### config.mk
export PLATFORM = sky130hd
export DESIGN_NAME = latch_write_arbiter
export DESIGN_NICKNAME = d
export VERILOG_FILES = /design/src/rtl/latch_write_arbiter.sv
export SDC_FILE = /design/constraint.sdc
export NUM_CORES = 1
export LEC_CHECK = 0
export BUFFER_PORTS_ARGS = -buffer_cell sky130_fd_sc_hd__buf_4
export CAP_MARGIN = 20
export CORE_UTILIZATION = 50
export DETAILED_ROUTE_END_ITERATION = 10
export PLACE_DENSITY = 0.84
export SETUP_SLACK_MARGIN = 0.02
export SLEW_MARGIN = 20
export SYNTH_ARGS = -nofsm -noshare
export SYNTH_HDL_FRONTEND = slang
export SYNTH_SLANG_ARGS = --single-unit
### constraint.sdc
create_clock -name CLK -period 5.9 [get_ports CLK]
set_clock_uncertainty 0.2 [all_clocks]
set_input_delay 0.59 -clock CLK [delete_from_list [all_inputs] [get_ports CLK]]
set_output_delay 0.59 -clock CLK [all_outputs]
set_load 0.005 [all_outputs]
### src/rtl/latch_write_arbiter.sv
// Round-robin arbiter that lets N_REQ requesters share one D latch bank.
// Each write is SETUP (data settles), ENABLE (EN high EN_CYCLES), HOLD (ACK).
module latch_write_arbiter #(
    parameter int WIDTH     = 8,
    parameter int N_REQ     = 4,
    parameter int EN_CYCLES = 2
) (
    input  logic                     CLK,
    input  logic                     RST,
    input  logic [N_REQ-1:0]         REQ,
    input  logic [N_REQ*WIDTH-1:0]   WDATA,
    output logic [N_REQ-1:0]         GNT,
    output logic [N_REQ-1:0]         ACK,
    output logic                     EN,
    output logic [WIDTH-1:0]         D,
    output logic                     BUSY
);

    localparam int PW = $clog2(N_REQ);
    localparam int CW = (EN_CYCLES > 1) ? $clog2(EN_CYCLES) : 1;
    localparam logic [CW-1:0] CNT_LAST = CW'(EN_CYCLES - 1);
    localparam logic [PW-1:0] PTR_INIT = PW'(N_REQ - 1);

    typedef enum logic [1:0] {
        IDLE   = 2'd0,
        SETUP  = 2'd1,
        ENABLE = 2'd2,
        HOLD   = 2'd3
    } state_t;

    state_t             state_r, state_n;
    logic [CW-1:0]      cnt_r, cnt_n;
    logic [PW-1:0]      ptr_r, ptr_n;
    logic [N_REQ-1:0]   gnt_r, gnt_n;
    logic [N_REQ-1:0]   ack_r, ack_n;
    logic               en_r, en_n;
    logic [WIDTH-1:0]   d_r, d_n;
    logic               busy_r, busy_n;

    logic [PW-1:0]      pick_s;
    logic [PW-1:0]      rr_s;
    logic               found_s;
    logic [N_REQ-1:0]   gnt_sel_s;
    logic [WIDTH-1:0]   wdata_sel_s;

    // Round-robin search starting just after the last granted index.
    always_comb begin
        pick_s  = ptr_r;
        found_s = 1'b0;
        rr_s    = ptr_r;
        for (int k = 1; k <= N_REQ; k++) begin
            rr_s = PW'((int'(ptr_r) + k) % N_REQ);
            if (!found_s && REQ[rr_s]) begin
                pick_s  = rr_s;
                found_s = 1'b1;
            end else begin
                found_s = found_s;
            end
        end
    end

    // Decode the winner into a one-hot grant and select its data slice.
    always_comb begin
        gnt_sel_s   = {N_REQ{1'b0}};
        wdata_sel_s = {WIDTH{1'b0}};
        for (int k = 0; k < N_REQ; k++) begin
            if (pick_s == PW'(k)) begin
                gnt_sel_s[k] = 1'b1;
                wdata_sel_s  = WDATA[k*WIDTH +: WIDTH];
            end else begin
                gnt_sel_s[k] = 1'b0;
            end
        end
    end

    // Next state and next registered output values.
    always_comb begin
        state_n = state_r;
        cnt_n   = cnt_r;
        ptr_n   = ptr_r;
        gnt_n   = gnt_r;
        ack_n   = {N_REQ{1'b0}};
        en_n    = 1'b0;
        d_n     = d_r;
        busy_n  = busy_r;
        case (state_r)
            IDLE: begin
                if (found_s) begin
                    state_n = SETUP;
                    gnt_n   = gnt_sel_s;
                    d_n     = wdata_sel_s;
                    ptr_n   = pick_s;
                    busy_n  = 1'b1;
                end else begin
                    gnt_n  = {N_REQ{1'b0}};
                    busy_n = 1'b0;
                end
            end
            SETUP: begin
                state_n = ENABLE;
                en_n    = 1'b1;
                cnt_n   = {CW{1'b0}};
            end
            ENABLE: begin
                if (cnt_r == CNT_LAST) begin
                    state_n = HOLD;
                    ack_n   = gnt_r;
                end else begin
                    cnt_n = cnt_r + CW'(1);
                    en_n  = 1'b1;
                end
            end
            HOLD: begin
                state_n = IDLE;
                gnt_n   = {N_REQ{1'b0}};
                busy_n  = 1'b0;
            end
            default: begin
                state_n = IDLE;
                gnt_n   = {N_REQ{1'b0}};
                busy_n  = 1'b0;
                cnt_n   = {CW{1'b0}};
            end
        endcase
    end

    // State and output registers; reset aborts any write without an ACK.
    always_ff @(posedge CLK) begin
        if (RST) begin
            state_r <= IDLE;
            cnt_r   <= {CW{1'b0}};
            ptr_r   <= PTR_INIT;
            gnt_r   <= {N_REQ{1'b0}};
            ack_r   <= {N_REQ{1'b0}};
            en_r    <= 1'b0;
            d_r     <= {WIDTH{1'b0}};
            busy_r  <= 1'b0;
        end else begin
            state_r <= state_n;
            cnt_r   <= cnt_n;
            ptr_r   <= ptr_n;
            gnt_r   <= gnt_n;
            ack_r   <= ack_n;
            en_r    <= en_n;
            d_r     <= d_n;
            busy_r  <= busy_n;
        end
    end

    assign GNT  = gnt_r;
    assign ACK  = ack_r;
    assign EN   = en_r;
    assign D    = d_r;
    assign BUSY = busy_r;

endmodule

==> qor.txt <==
status: finished clean
Setup TNS: 0 ps
root buffer cell: clkbuf_4
area delta synth->final: 35.75%
vias per cell: 5.535
Post-CTS Setup Inserts: 0
Syn Nets: 161
vias in the first global route: 1081
Initial Utilization: 0.5459
cts repair resizes: 0
final wirelength: 2721 microns
PortBufs: 55
Worst path max stage delay: 530 ps
Inst Count DP: 196
Netlist cell types: 35
min cycle time layout: 2235 ps
core region area: 2276 sq um
Slew Limit Fails: 0
detailed placer's ending HPWL: 2108 microns
Tightest Pin Transition: 774.0 ps
Pwr Density: 372.4 nW/um^2
Non-Filler Instances: 200
drc violations: 0
CTS tree: yes
antenna violations before repair: 0
routed length per instance: 13.61 microns
Tot GR Track Use: 0.2163
fmax: 447.4 MHz
Final Hold Vio Count: 0
syn avg cell area: 10.53 sq um
Setup-failing EPs final: 0
ratio of cells with drive above 1 in the final layout: 0.4186
Max-Cap Viols: 0
Layout Nets: 216
largest net degree at the start of global routing: 22
VDD IR max: 251.4 uV
GRT busiest layer: met2
clk sinks: 23
Pleak: 0.7911 nW
TritonCTS Buffers: 3
YS warnings: 0
met3 Resource Use GR: 0.02632
DRT iter0 DRCs: 9
first-pass GRT wire length: 4416 microns
Die Span Y: 51.85 microns
I/O pins: 56
Crit path max-delay family: multiplexers
Clock Path Buffers: 2
row cnt: 17
Overall Power: 0.0006280 W
unrepaired setup endpoints after global routing: false
ant diodes: 0
fin area: 1687 sq um
relative slew slack: 0.4792
H-tree levels: 1
crit end category: register
CTS clk-pin slew, worst paths: 130 ps
drt first pass iters: 4
Die ar.: 2688 sq um
sequential share of the synthesized area: 0.3706
vias post-DR: 1107
crit-path cells: mux2i_1, nor2_1, nor3_2, buf_4, mux2_2, a221o_1
CP startpoint kind: register
number of synthesized register bits: 23
crit-path max FO: 21
Placement Cell Area: 1659 sq um
hold_ws: 273.8 ps
Setup Crit Path Kind: register to register
routing usage on met1: 0.2670
# fillers: 172
WP buf/inv: 1
RePlAce Congestion: 0.7258
chip width: 51.85 microns
CTS Hold Bufs: 0
Detail Route Antenna Nets: 0
Hold Path Class: register to register
M2 GR Usage: 0.3846
GRT Residual Overflow: 0
critical path's slowest cell: dfxtp_1
fin crit share: 0.3789
Syn Inst Count: 118
CP required: 5910 ps
WP data arrival: 2250 ps
Clock Latency Late Sink: 310 ps
mapped cell area: 1242 sq um
routing by layer:
metal,vias up,share of wire
li1,543,-
met1,521,0.46
met2,39,0.48
met3,4,0.051
met4,0,0.010
met5,-,0
sequential cells by signal (all words and copies together) (netlist names):
register  count
ACK           4
BUSY          1
D             8
EN            1
GNT           4
cnt_r         1
ptr_r         2
state_r       2
placed cells by master, fill, tap and decap left out, types with 2 or more instances in the layout:
| cell | synthesis | final |
|---|---|---|
| mux2i_1 | 2 | 2 |
| nor3_2 | 2 | 2 |
| buf_4 | 0 | 56 |
| a211o_1 | 3 | 3 |
| a32o_1 | 2 | 2 |
| ha_1 | 5 | 5 |
| mux2_4 | 6 | 6 |
| nor2_1 | 8 | 8 |
| o21ai_0 | 2 | 2 |
| clkbuf_4 | 0 | 3 |
| and2_1 | 4 | 4 |
| a221o_1 | 8 | 8 |
| mux2_1 | 9 | 9 |
| nor2b_1 | 3 | 3 |
| a21oi_1 | 4 | 4 |
| dfxtp_1 | 23 | 23 |
| inv_1 | 3 | 3 |
| nand2_1 | 6 | 6 |
| nor3b_1 | 8 | 8 |
synth_stat cells:
library cell	instances	area (sq um)
mux2_2	1	11.26
nor3_4	1	16.27
or2b_1	1	7.510
o21a_1	1	7.510
nor3_2	2	20.02
a21o_1	1	7.510
a211o_1	3	26.28
mux2_4	6	90.09
o31ai_1	1	7.510
o21ai_0	2	10.01
a221o_1	8	80.08
nor3b_2	1	12.51
buf_6	2	22.52
clkbuf_1	2	7.510
a32o_1	2	20.02
mux2_1	9	101.4
buf_2	1	5.000
nand2b_1	1	6.260
a211oi_1	1	7.510
inv_1	3	11.26
buf_1	1	3.750
o31a_1	1	8.760
nor4_2	1	12.51
ha_1	5	62.56
nor2_1	8	30.03
nor3_1	1	5.000
mux2i_1	2	20.02
and3b_1	1	8.760
dfxtp_1	23	460.4
a21oi_1	4	20.02
nor2b_1	3	18.77
nand2_1	6	22.52
nor3b_1	8	60.06
and2_1	4	25.02
nor4_1	1	6.260
where the power goes:
| group | leakage, nW | switching [W] | internal, W |
|---|---|---|---|
| Sequential | 0.189 | 0.0000357 | 0.000201 |
| Combinational | 0.584 | 0.000146 | 0.000171 |
| Clock | 0.0177 | 0.0000484 | 0.0000253 |
final timing paths:
path / start / to / slack [ps] / cells past startpoint
worst max-delay path: ptr_r[1] / D[0] / 3660 / 6
worst min-delay path: BUSY / BUSY / 270 / 1
worst max register to register: ptr_r[1] / D[0] / 3660 / 6
worst min register to register: BUSY / BUSY / 270 / 1
per-stage QoR:
step	worst slack (ps)	utilization
floorplan	3774	-
global placement	3546	0.7290
detailed placement	3509	0.7290
CTS	3656	0.7411
global route	3562	0.7411
finish	3665	0.7411
area by class of cell:
class                      instances  area, sq um  area share
inverter                           3        11.26    0.006677
sequential                        23        460.4      0.2730
multi-input combinational         86        732.0      0.4340
clock buffer                       3        22.52     0.01335
timing repair buffer              56        420.4      0.2493
tap                               28        35.03     0.02077
clock inverter                     1        5.005    0.002967
worst register-to-register path, stage by stage (launching register included):
cell and delay (ps):
dfxtp_1 530, mux2i_1 240, nor2_1 60, nor3_2 100, buf_4 300, mux2_2 370, a221o_1 330
cell families after synthesis:
| logic type | Yosys count | share of synthesized area |
|---|---|---|
| AO/OA/AOI/OAI | 24 | 0.1571 |
| adder cells (fa/ha/maj) | 5 | 0.05035 |
| flip-flops | 23 | 0.3706 |
| buffers and inverters | 9 | 0.04028 |
| multiplexers | 18 | 0.1793 |
| AND/OR/NAND/NOR | 39 | 0.2024 |
Power figures use the tool's default switching activity.
